File: src/rtl/viola_pkg.sv
// Shared types and constants for the in-order commit scheduler (rob_commit_ctrl).
// Tag 0 means "no dependency"; live tags run 1..DEPTH and wrap.
package viola_pkg;

  localparam int TAG_W  = 3;
  localparam int DEPTH  = (1 << TAG_W) - 1;
  localparam int DATA_W = 32;
  localparam int RD_W   = 5;

  localparam logic [TAG_W-1:0] NO_DEP    = '0;
  localparam logic [TAG_W-1:0] FIRST_TAG = TAG_W'(1);
  localparam logic [TAG_W-1:0] LAST_TAG  = TAG_W'(DEPTH);

  typedef struct packed {
    logic              valid;
    logic              ready;
    logic [RD_W-1:0]   rd;
    logic [DATA_W-1:0] data;
  } rob_entry_t;

  // Successor of a live tag, wrapping DEPTH back to 1 (never yields NO_DEP).
  function automatic logic [TAG_W-1:0] next_tag(input logic [TAG_W-1:0] t);
    return (t == LAST_TAG) ? FIRST_TAG : t + FIRST_TAG;
  endfunction

  // Entry i carries tag i+1.
  function automatic logic [TAG_W-1:0] tag_idx(input logic [TAG_W-1:0] t);
    return t - FIRST_TAG;
  endfunction

endpackage

File: src/rtl/rob_tag_ptr.sv
// Wrapping 1..DEPTH tag pointer used for both the ROB head and tail.
// rst and clr both return the pointer to tag 1.
module rob_tag_ptr
  import viola_pkg::*;
(
  input  logic             clk,
  input  logic             rst,
  input  logic             clr,
  input  logic             inc,
  output logic [TAG_W-1:0] ptr
);

  // NOTE: state registers are written with non-blocking assignments only,
  // so every always_ff sees pre-edge values regardless of evaluation order.
  always_ff @(posedge clk) begin
    if (rst || clr) begin
      ptr <= FIRST_TAG;
    end else if (inc) begin
      ptr <= next_tag(ptr);
    end
  end

endmodule

File: src/rtl/rob_commit_ctrl.sv
// In-order commit scheduler: tags issued instructions, collects tagged results
// out of order and retires them in program order. Optional same-edge
// writeback->commit bypass is enabled by defining ROB_WB_BYPASS_EN.
module rob_commit_ctrl
  import viola_pkg::*;
(
  input  logic              clk,
  input  logic              rst,
  input  logic              flush,
  input  logic              issue_valid,
  input  logic [RD_W-1:0]   issue_rd,
  output logic              issue_ready,
  output logic [TAG_W-1:0]  issue_tag,
  input  logic              wb_valid,
  input  logic [TAG_W-1:0]  wb_tag,
  input  logic [DATA_W-1:0] wb_data,
  output logic              commit,
  output logic [RD_W-1:0]   reg_num,
  output logic [DATA_W-1:0] data_in,
  output logic [TAG_W-1:0]  num_in,
  output logic [TAG_W-1:0]  count
);

  rob_entry_t entries [DEPTH];

  logic [TAG_W-1:0]  head;
  logic [TAG_W-1:0]  tail;
  rob_entry_t        head_ent;
  logic              do_issue;
  logic              wb_hit;
  logic              head_ready;
  logic              do_retire;
  logic [DATA_W-1:0] retire_data;

  rob_tag_ptr u_head_ptr (
    .clk (clk),
    .rst (rst),
    .clr (flush),
    .inc (do_retire),
    .ptr (head)
  );

  rob_tag_ptr u_tail_ptr (
    .clk (clk),
    .rst (rst),
    .clr (flush),
    .inc (do_issue),
    .ptr (tail)
  );

  assign issue_tag = tail;
  assign head_ent  = entries[tag_idx(head)];

  // NOTE: every signal gets a default at the top of always_comb so no path
  // leaves it unassigned and no latch is inferred.
  always_comb begin
    issue_ready = 1'b0;
    do_issue    = 1'b0;
    wb_hit      = 1'b0;
    head_ready  = 1'b0;
    retire_data = '0;
    do_retire   = 1'b0;

    // A full ROB stays closed even if the head retires this cycle.
    issue_ready = (count < LAST_TAG) && !flush && !rst;
    do_issue    = issue_valid && issue_ready;
    wb_hit      = wb_valid && (wb_tag != NO_DEP) && entries[tag_idx(wb_tag)].valid;

`ifdef ROB_WB_BYPASS_EN
    if (wb_hit && (wb_tag == head)) begin
      head_ready  = 1'b1;
      retire_data = wb_data;
    end else begin
      head_ready  = head_ent.ready;
      retire_data = head_ent.data;
    end
`else
    head_ready  = head_ent.ready;
    retire_data = head_ent.data;
`endif

    do_retire = head_ent.valid && head_ready && !flush && !rst;
  end

  // NOTE: the entry array is reset explicitly because the valid bits define
  // occupancy; it is only DEPTH words, so clearing whole entries is cheap.
  always_ff @(posedge clk) begin
    if (rst || flush) begin
      for (int i = 0; i < DEPTH; i++) begin
        entries[i] <= '0;
      end
    end else begin
      if (wb_hit) begin
        entries[tag_idx(wb_tag)].ready <= 1'b1;
        entries[tag_idx(wb_tag)].data  <= wb_data;
      end
      // Retire after writeback so a late result cannot resurrect a freed slot.
      if (do_retire) begin
        entries[tag_idx(head)].valid <= 1'b0;
        entries[tag_idx(head)].ready <= 1'b0;
      end
      if (do_issue) begin
        entries[tag_idx(tail)] <= '{valid: 1'b1, ready: 1'b0, rd: issue_rd, data: '0};
      end
    end
  end

  always_ff @(posedge clk) begin
    if (rst || flush) begin
      count <= '0;
    end else begin
      count <= count + TAG_W'(do_issue) - TAG_W'(do_retire);
    end
  end

  // Writes to x0 free their slot but never reach the register file.
  always_ff @(posedge clk) begin
    if (rst) begin
      commit  <= 1'b0;
      reg_num <= '0;
      data_in <= '0;
      num_in  <= '0;
    end else if (flush) begin
      commit <= 1'b0;
    end else begin
      commit <= do_retire && (head_ent.rd != '0);
      if (do_retire && (head_ent.rd != '0)) begin
        reg_num <= head_ent.rd;
        data_in <= retire_data;
        num_in  <= head;
      end
    end
  end

endmodule

File: config.mk
export PLATFORM = sky130hd
export DESIGN_NAME = rob_commit_ctrl
export DESIGN_NICKNAME = d
export VERILOG_FILES = /design/src/rtl/viola_pkg.sv /design/src/rtl/rob_tag_ptr.sv /design/src/rtl/rob_commit_ctrl.sv
export SDC_FILE = /design/constraint.sdc
export NUM_CORES = 1
export LEC_CHECK = 0
export CAP_MARGIN = 20
export CORE_ASPECT_RATIO = 2
export CORE_MARGIN = 2
export CORE_UTILIZATION = 59
export DETAILED_ROUTE_END_ITERATION = 12
export GPL_TIMING_DRIVEN = 0
export PLACE_DENSITY = 0.87
export SLEW_MARGIN = 20
export SYNTH_ARGS = -nofsm -noshare
export SYNTH_HDL_FRONTEND = slang
export SYNTH_HIERARCHICAL = 1
export SYNTH_SLANG_ARGS = --single-unit
File: constraint.sdc
create_clock -name clk -period 5.3 [get_ports clk]
set_input_delay 1.06 -clock clk [delete_from_list [all_inputs] [get_ports clk]]
set_output_delay 1.06 -clock clk [all_outputs]
set_load 0.03 [all_outputs]
==> impl_results.md <==
* Status: finished clean
* DRT antenna net count at 0
* Hold_ws at 0.4590 ns
* Synth Warn # at 6
* Reg2reg path depth at 16
* # nets final at 1698
* Worst Hold Endpoint: entries[6][27]$_SDFFE_PP0P_
* Hold Startpoint: entries[6][27]$_SDFFE_PP0P_
* Ys flop type: dfxtp_1
* Worst setup SP type: flip-flop
* M1 WL at 15610 um
* Remaining DRCs at 0
* Total GRT Usage at 0.3632
* Setup TNS at 0 ns
* Cells after Synth at 1549
* Clock-pin slew on the worst setup and hold paths at 0.07 ns
* Vias per cell at 6.773
* CTS Buf Count at 30
* Final period util at 0.9494
* Initial antenna violation count at 1
* Vias in the first global route at 13963
* Buffers on Ports at 59
* CTS tree: yes
* Hold Crit Class: flip-flop to flip-flop
* Post-CTS setup buffers at 0
* First-pass GRT wire length at 76650 um
* Worst Setup SP: u_head_ptr/ptr[0]$_SDFFE_PP1P_
* Syn_nets at 1606
* Reg-to-reg startpoint: u_head_ptr/ptr[0]$_SDFFE_PP1P_
* Starting Density at 0.6003
* Post-synthesis sequential area ratio at 0.4947
* Final wirelength at 50160 um
* DR WL/cell at 25.01 um
* Worst Setup Path Type: flip-flop to flip-flop
* Area of the core at 25750 um2
* Max Buffers Root-to-Sink at 3
* Die area at 27590 um2
* Worst IR Drop VDD at 0.2569 mV
* Die Wd at 118.5 um
* Mean post-synth cell area at 9.981 um2
* Crit path DAT at 5.51 ns
* Async SR Flop Fraction at 0
* Hold Violations, Final at 0
* Post-place setup slack at 0.1900 ns
* Max-slew violations at 0
* IO Pins at 93
* Synth unique cells at 55
* Fmax at 198.7 MHz
* Die H at 232.9 um
* Final GP Congestion at 1.015
* Largest net degree at the start of global routing at 18
* Sink Count at 362
* Layout cell share with drive strength beyond 1 at 0.1081
* RR Endpoint: count[2]$_SDFF_PP0_
* Root Driver: clkbuf_16
* WL met2 at 24750 um
* Post-layout min period at 5.032 ns
* Final Non-Filler Cells at 2006
* Unrepaired setup endpoints after global routing: false
* Power per Cell Area at 311.8 nW/um2
* Relative slew slack at 0.2226
* P&R area growth vs syn at 14.08%
* HPWL after DPL at 33470 um
* First drt pass iteration count at 6
* MaxCap Viol Count at 0
* Worst setup margin at 0.2682 ns
* Worst Setup End Kind: flip-flop
* P_leak at 6.020 nW
* CTS H-tree depth at 1
* Row cnt at 83
* DRT iter0 DRCs at 1836
* Routed length on met3 at 5005 um
* Worst Skew at 0.02375 ns
* WP data required at 5.77 ns
* Final setup violation count at 0
* Vias at 13586
* Top Metal Used: met4
* Post-Place Cells at 1949
* Worst-Skew Late Latency at 0.61 ns
* FF-to-FF setup slack at 0.27 ns
* Critical Path Fanout Max at 15
* Core Util, Final at 0.6848
* FF+latch count, synth at 362
* Post-DP Area at 16510 um2
* Final Total Pwr at 5.499 mW
* Final Instance Area at 17640 um2
* Post-Syn Area at 15460 um2
* Actual slew at the worst max-slew pin at 1.156 ns
* Cells on Worst Hold Path at 2
* Number of flops mapped to enable cells by yosys at 40
* Final global-route overflow total at 0
## worst max path at each step
stage                          endpoint  slack [ns]  cells after the start
global route        count[2]$_SDFF_PP0_        0.02                     16
global placement    count[2]$_SDFF_PP0_        0.09                     16
finish              count[2]$_SDFF_PP0_        0.27                     16
floorplan           count[2]$_SDFF_PP0_        1.27                     16
CTS                 count[2]$_SDFF_PP0_        0.28                     16
detailed placement  count[2]$_SDFF_PP0_        0.19                     14
## final cells by class
cell class	instances	area, um2
Fill cell	1916	8118
Sequential cell	362	7647
Multi-Input combinational cell	1002	7139
Clock buffer	35	800.8
Buffer	170	679.4
Timing Repair Buffer	60	595.6
Tap cell	340	425.4
Clock inverter	21	290.3
Inverter	15	56.30
Antenna cell	1	2.502
## logic make-up after synthesis
kind of cell	count (synthesis)	share of synthesized area
AO/OA/AOI/OAI	365	0.1527
XOR/XNOR	6	0.003400
adder cells (fa/ha/maj)	12	0.01020
buffers and inverters	185	0.04710
flip-flops	362	0.4947
multiplexers	123	0.1421
AND/OR/NAND/NOR	496	0.1498
## worst max-delay path, stage by stage, from the launching register on
cell and delay, ns:
dfxtp_1 0.41, buf_6 0.19, buf_2 0.31, clkinv_1 0.38
ha_1 0.52, clkdlybuf4s15_1 0.65, or3_1 0.55, o22a_1 0.30
inv_1 0.13, clkbuf_2 0.32, ha_1 0.29, inv_1 0.05
ha_1 0.12, inv_1 0.05, fa_1 0.40, xnor2_1 0.16
nor2_1 0.05
## synthesized netlist by cell type, types with 4 or more instances
| cell type | number | share of area |
|---|---|---|
| a211oi_1 | 25 | 0.012 |
| a211oi_2 | 10 | 0.0081 |
| a21oi_1 | 198 | 0.064 |
| a22o_1 | 64 | 0.036 |
| a22oi_1 | 32 | 0.016 |
| a31o_2 | 4 | 0.0023 |
| and2_1 | 42 | 0.017 |
| buf_1 | 19 | 0.0046 |
| buf_2 | 7 | 0.0023 |
| clkbuf_1 | 139 | 0.034 |
| dfxtp_1 | 322 | 0.42 |
| edfxtp_1 | 40 | 0.078 |
| ha_1 | 11 | 0.0089 |
| inv_1 | 14 | 0.0034 |
| mux2_2 | 9 | 0.0066 |
| mux2i_1 | 37 | 0.024 |
| mux4_2 | 76 | 0.11 |
| nand2_1 | 185 | 0.045 |
| nand2b_1 | 9 | 0.0036 |
| nand3_1 | 168 | 0.054 |
| nor2_1 | 57 | 0.014 |
| nor3_1 | 4 | 0.0013 |
| nor4_1 | 6 | 0.0024 |
| o21ai_0 | 10 | 0.0032 |
| or4_1 | 6 | 0.0029 |
## cells in the final DEF, fill, tap and decap left out, types with 7 or more instances in the layout
cell / netlist / routed
a211oi_1: 25 / 25
a211oi_2: 10 / 10
a21oi_1: 198 / 198
a22o_1: 64 / 64
a22oi_1: 32 / 32
and2_1: 42 / 42
buf_1: 19 / 19
buf_2: 7 / 8
bufinv_16: 0 / 7
clkbuf_1: 139 / 140
clkbuf_16: 0 / 31
clkdlybuf4s50_1: 0 / 59
clkinv_2: 0 / 8
dfxtp_1: 322 / 322
edfxtp_1: 40 / 40
ha_1: 11 / 11
inv_1: 14 / 14
mux2_2: 9 / 9
mux2i_1: 37 / 37
mux4_2: 76 / 76
nand2_1: 185 / 185
nand2b_1: 9 / 9
nand3_1: 168 / 168
nor2_1: 57 / 57
o21ai_0: 10 / 10
## timing repair
item,CTS,global route
hold buffers,0,0
resized for setup,0,5
setup endpoints to repair,0,2
## flip-flops by register name, indices dropped and copies added (netlist names)
signal	count
entries	312
data_in	32
reg_num	5
count	3
num_in	3
u_head_ptr/ptr	3
u_tail_ptr/ptr	3
commit	1
## report_power, final
group / internal, mW / switching [mW]
Sequential: 2.78 / 0.00582
Clock: 1.43 / 1.08
Combinational: 0.0465 / 0.159
Total: 4.25 / 1.25
## per-layer routing
metal	track usage	vias to the layer above
li1	-	5782
met1	0.3752	6366
met2	0.6147	1071
met3	0.07721	367
met4	0.3244	0
met5	0.003676	-
Power figures use the tool's default switching activity.
